`src/rtl/gpioemu_result_fifo.sv`:
```
// rtl/gpioemu_result_fifo.sv - result capture FIFO behind the emulator slave bus
// Entries are {ok, popcount, W}; software drains via STATUS / DATA_W / DATA_L (pop) / CTRL.
module gpioemu_result_fifo #(
  parameter int          DEPTH  = 8,
  parameter int          THRESH = 1,
  parameter logic [15:0] BASE   = 16'h03B0
) (
  input  logic                       clk,
  input  logic                       n_reset,
  input  logic                       res_valid,
  input  logic [31:0]                res_w,
  input  logic [5:0]                 res_l,
  input  logic                       res_ok,
  input  logic [15:0]                saddress,
  input  logic                       srd,
  input  logic                       swr,
  input  logic [31:0]                sdata_in,
  output logic [31:0]                sdata_out,
  output logic [$clog2(DEPTH+1)-1:0] fifo_count,
  output logic                       fifo_irq
);

  localparam int CW = $clog2(DEPTH + 1);
  localparam int PW = (DEPTH > 1) ? $clog2(DEPTH) : 1;
  localparam int EW = 39;

  localparam logic [15:0]   A_STATUS = BASE;
  localparam logic [15:0]   A_DATA_W = BASE + 16'd8;
  localparam logic [15:0]   A_DATA_L = BASE + 16'd16;
  localparam logic [15:0]   A_CTRL   = BASE + 16'd24;
  localparam logic [CW-1:0] DEPTH_C  = CW'(DEPTH);
  localparam logic [CW-1:0] THRESH_C = CW'(THRESH);

  logic [PW-1:0] wr_ptr_q, wr_ptr_d;
  logic [PW-1:0] rd_ptr_q, rd_ptr_d;
  logic [CW-1:0] count_q, count_d;
  logic          drop_sticky_q, drop_sticky_d;
  logic [7:0]    drop_count_q, drop_count_d;
  logic [31:0]   sdata_q, sdata_d;
  logic          srd_prev_q, swr_prev_q;

  logic [EW-1:0] mem [DEPTH];

  logic          rd_ev, wr_ev;
  logic          sel_status, sel_w, sel_l, sel_ctrl;
  logic          empty, full;
  logic [EW-1:0] head;
  logic [EW-1:0] entry;
  logic          pop_en, push_en, drop, flush, clr;
  logic [31:0]   status_word;
  logic          unused_sdata;

  assign unused_sdata = &{1'b0, sdata_in[31:2]};

  // Edge-detect the level strobes so a long srd/swr acts exactly once.
  assign rd_ev = srd & ~srd_prev_q;
  assign wr_ev = swr & ~swr_prev_q;

  assign sel_status = (saddress == A_STATUS);
  assign sel_w      = (saddress == A_DATA_W);
  assign sel_l      = (saddress == A_DATA_L);
  assign sel_ctrl   = (saddress == A_CTRL);

  assign empty = (count_q == '0);
  assign full  = (count_q == DEPTH_C);
  assign head  = mem[rd_ptr_q];
  assign entry = {res_ok, res_l, res_w};

  assign flush   = wr_ev & sel_ctrl & sdata_in[0];
  assign clr     = wr_ev & sel_ctrl & sdata_in[1];
  assign pop_en  = rd_ev & sel_l & ~empty & ~flush;
  // A pop on the same edge frees the slot, so a full FIFO still accepts the push.
  assign push_en = res_valid & (~full | pop_en) & ~flush;
  assign drop    = res_valid & full & ~pop_en & ~flush;

  assign status_word = {8'h00, drop_count_q, 5'h00, drop_sticky_q, full, empty, 8'(count_q)};

  always_comb begin
    wr_ptr_d      = wr_ptr_q;
    rd_ptr_d      = rd_ptr_q;
    count_d       = count_q;
    drop_sticky_d = drop_sticky_q;
    drop_count_d  = drop_count_q;
    sdata_d       = sdata_q;

    if (flush) begin
      wr_ptr_d = '0;
      rd_ptr_d = '0;
      count_d  = '0;
    end else begin
      if (push_en) wr_ptr_d = wr_ptr_q + PW'(1);
      if (pop_en)  rd_ptr_d = rd_ptr_q + PW'(1);
      case ({push_en, pop_en})
        2'b10:   count_d = count_q + CW'(1);
        2'b01:   count_d = count_q - CW'(1);
        default: count_d = count_q;
      endcase
    end

    if (clr) begin
      drop_sticky_d = 1'b0;
      drop_count_d  = 8'h00;
    end else if (drop) begin
      drop_sticky_d = 1'b1;
      if (drop_count_q != 8'hFF) drop_count_d = drop_count_q + 8'd1;
    end

    if (rd_ev) begin
      if (sel_status)
        sdata_d = status_word;
      else if (sel_w && !empty)
        sdata_d = head[31:0];
      else if (sel_l && !empty)
        sdata_d = {24'h0, head[38], 1'b0, head[37:32]};
      else
        sdata_d = 32'h0;
    end
  end

  always_ff @(posedge clk or negedge n_reset) begin
    if (!n_reset) begin
      wr_ptr_q      <= '0;
      rd_ptr_q      <= '0;
      count_q       <= '0;
      drop_sticky_q <= 1'b0;
      drop_count_q  <= 8'h00;
      sdata_q       <= 32'h0;
      srd_prev_q    <= 1'b0;
      swr_prev_q    <= 1'b0;
    end else begin
      wr_ptr_q      <= wr_ptr_d;
      rd_ptr_q      <= rd_ptr_d;
      count_q       <= count_d;
      drop_sticky_q <= drop_sticky_d;
      drop_count_q  <= drop_count_d;
      sdata_q       <= sdata_d;
      srd_prev_q    <= srd;
      swr_prev_q    <= swr;
    end
  end

  // Storage needs no reset; occupancy alone decides what is valid.
  always_ff @(posedge clk) begin
    if (push_en) mem[wr_ptr_q] <= entry;
  end

  assign sdata_out  = sdata_q;
  assign fifo_count = count_q;
  assign fifo_irq   = (count_q >= THRESH_C) | drop_sticky_q;

endmodule

```
`config.mk`:
```
export PLATFORM = sky130hd
export DESIGN_NAME = gpioemu_result_fifo
export DESIGN_NICKNAME = d
export VERILOG_FILES = /design/src/rtl/gpioemu_result_fifo.sv
export SDC_FILE = /design/constraint.sdc
export NUM_CORES = 1
export LEC_CHECK = 0
export ABC_AREA = 1
export CORE_MARGIN = 2
export CORE_UTILIZATION = 45
export DETAILED_ROUTE_END_ITERATION = 6
export PLACE_DENSITY_LB_ADDON = 0.12
export SLEW_MARGIN = 40
export SYNTH_ARGS = -nofsm -noshare
export SYNTH_HDL_FRONTEND = slang
export SYNTH_SLANG_ARGS = --single-unit
```
`constraint.sdc`:
```
create_clock -name clk -period 4.66 [get_ports clk]
set_clock_uncertainty 0.15 [all_clocks]
set_input_delay 0.699 -clock clk [delete_from_list [all_inputs] [get_ports clk]]
set_output_delay 0.699 -clock clk [all_outputs]
set_load 0.05 [all_outputs]
```
==> flow_summary_export.csv <==
group,metric,value,unit
yosys,synth-seq-area-share,72.0,%
clocking,clk_latency,530,ps
yosys,ys_top_cells_by_count,"edfxtp_1, nand2_1, a21oi_1",
global_routing,antenna_found_initial,1,
drt,drt_iter0_markers,620,
placement,dpl.hpwl,19400,µm
power,power_frac_comb,12.5,%
drt,drt_first_pass_iters,5,
clocking,hold_buffers,0,
clocking,clk_pin_slew,60,ps
clocking,cts_tree,"yes",
flow_run,drv_cap,0,
cells_and_area,drive_gt1_share,9.36,%
clocking,numCtsBuffers,39,
yosys,synth.top_cell.area_share,63.0,%
global_routing,grt_use_total,20.7,%
clocking,root_buffer,"clkbuf_16",
setup_path,arrival,2400,ps
setup_path,critPathKind,"register to output port",
global_routing,grt_pass1_wl,53600,µm
power,p_int,6.06,mW
drt,routedWlPerCell,19.7,µm
floorplanning,ioPinCount,129,
setup_path,startpoint_type,"register",
placement,gp_congestion,0.765,
clocking,postCtsSetupBuffers,0,
yosys,yosysMostFrequentCell,"edfxtp_1",
sta,fmax,308,MHz
setup_path,crit_top_cell,"inv_1",
power,pwr_density_cell,460,nW/µm²
global_routing,grt_start_max_net_pins,101,
drt,drc,0,
sta,rsz0062_at_grt,"false",
floorplanning,start_util,45.7,%
yosys,syn_avg_cell_area,12.3,µm²
drt,drtAntennaViolNets,0,
power,power.total,8.11,mW
sta,period_needed,3250,ps
yosys,ys_async_sr_fraction,14.5,%
power,p_leak,6.36,nW
yosys,synth.area.top_cells,"edfxtp_1, dfrtp_1, nand2_1",
drt,vias,9699,
setup_path,crit_path_top_delay_cell,"clkdlybuf4s50_1",
yosys,syn_inst,1212,
cells_and_area,final_nets,1402,
clocking,cts_resized,0,
cells_and_area,area_growth,18.8,%
setup_path,critical_path.max_fanout,6,
yosys,ys_ff_latch,365,
floorplanning,die_h,186,µm
min_path,hp-class,"input pin to async pin",
clocking,cts.path.max_buffers,3,
yosys,synth_top_area_cell,"edfxtp_1",
yosys,synth_nets,1310,
floorplanning,die_area,34500,µm²
setup_path,slowest_delay,800,ps
yosys,ys_types,46,
placement,portBuffers,98,
power,swShare,25.3,%
clocking,cts.sinks,365,
setup_path,crit_chain,"inv_1 > ha_1 > inv_1 > nor3_4 > nand2_1 > clkdlybuf4s50_1",
global_routing,grt_pass1_vias,9293,
drt,via_per_inst,5.46,
sta,tns,0,ps
floorplanning,rows,66,
drt,wl,35100,µm
power,switchingPower,2.05,mW
global_routing,gr-total-overflow,0,
sta,timing.slew.headroom,44.5,%
sta,hold_violations,0,
run_status,status,"completed",
sta,finalCritPeriodShare,69.7,%
cells_and_area,nFillCells,2759,
sta,setup_viol,0,
floorplanning,die_x,186,µm
cells_and_area,num_antenna_cells,0,
yosys,ys_warn_count,0,
power,peakVddDrop,0.000327,V
power,p_seq_share,50.9,%
sta,worst_pin_slew,833,ps
power,clockPowerShare,36.6,%
floorplanning,core,32500,µm²
yosys,synth_ff_type,"edfxtp_1",
clocking,htreeDepth,2,
yosys,synth_area,14900,µm²
setup_path,worst_setup_path_end_kind,"output port",
yosys,synth_edf_count,312,
setup_path,worstPathRequired,3810,ps
sta,maxSlewViolCount,0,
layout by cell type (no fill, tap or decap), types with 4 or more instances in the layout:
cell             synthesis  layout
clkdlybuf4s50_1          0      97
o211ai_1                 4       4
a21oi_1                 97      97
nor2_1                  66      58
dfrtp_1                 53      51
o21ai_1                 22      22
buf_4                    3      15
o221ai_1                 6       6
clkinv_1                 2       7
xor2_1                   4       4
inv_2                   11       9
edfxtp_1               312     312
a22oi_1                  6       6
a221oi_1                28      28
clkinv_2                 0       4
nand2_1                307     307
nand3_1                 81      81
buf_12                   0       7
ha_1                     6       6
nand4_1                  8       8
o21ai_2                  8       8
clkbuf_1                46      14
nor2_4                   4      12
inv_1                   25      24
o21ai_0                 35      35
nor3_1                   9       9
clkbuf_16                0      40
o22ai_1                 10      10
a32o_1                  12      12
critical path, delay by kind of cell (launching register included):
kind | cells | cell delay [ps]
fa+ha+maj | 1 | 230
buf+inv | 3 | 1060
flops | 1 | 450
simple gates | 2 | 130
path summary, 6_finish.rpt:
check | start | to | slack [ps] | cells past startpoint
worst min-delay path | n_reset | fifo_count[2] | 80 | 1
max in group asynchronous | n_reset | sdata_out[28] | 3380 | 2
worst max register to register | fifo_count[0] | mem[3][35] | 1540 | 10
worst min register to register | sdata_out[2] | sdata_out[2] | 330 | 2
worst max-delay path | fifo_count[0] | fifo_irq | 1410 | 6
min in group clk | sdata_out[2] | sdata_out[2] | 330 | 2
cell families (layout without fill, tap and decap cells):
kind of cell	count (synthesis)	after routing	share of synthesized area, %
adders and majority gates	6	6	0.505
xor gates and xnor gates	6	6	0.354
DFF	365	365	72.0
AOI/OAI and AO/OA	237	237	9.88
and+or+nand+nor	490	490	14.3
buffers and inverters	108	231	3.05
power by group through the flow:
| stage | registers, mW | logic (mW) | clock network, mW |
|---|---|---|---|
| global route | 4.17 | 1.11 | 3.15 |
| detailed placement | 4.20 | 1.03 | 0 |
| CTS | 4.13 | 1.04 | 3.02 |
| floorplan | 4.27 | 0.506 | 0 |
| global placement | 4.19 | 1.02 | 0 |
| finish | 4.13 | 1.02 | 2.97 |
metrics by stage:
step	hold slack (ps)	setup slack (ps)	instances	instance area, µm²	util (%)
6_report	76.5	1410	1777	17700	54.3
3_3_place_gp	317	1030	1704	16400	50.4
2_1_floorplan	253	514	1212	14900	-
5_1_grt	121	1330	1777	17700	54.3
4_1_cts	88.1	1400	1777	17700	54.3
3_5_place_dp	314	955	1705	16400	50.5
metal layers:
layer	share of wire (%)	global-route usage, %	up-vias	wire (µm)
li1	-	-	4592	-
met1	45	28.9	4795	15900
met2	47	33.5	256	16500
met3	5.6	3.31	54	1970
met4	2.0	6.05	2	707
met5	0.023	0	-	8
state kept, by name, indices dropped and copies added (netlist names):
name	cells
drop_count_q	8
wr_ptr_q	3
swr_prev_q	1
mem	312
drop_sticky_q	1
sdata_out	32
fifo_count	4
rd_ptr_q	3
srd_prev_q	1
final cells by class:
type	count	area (µm²)	share of cell area [%]
sequential	365	10700	60.6
multi-input combinational	739	3780	21.4
timing repair buffer	121	1240	7.02
clock buffer	57	1090	6.20
tap	442	553	3.13
inverter	38	150	0.850
clock inverter	15	141	0.801
Power figures use the tool's default switching activity.
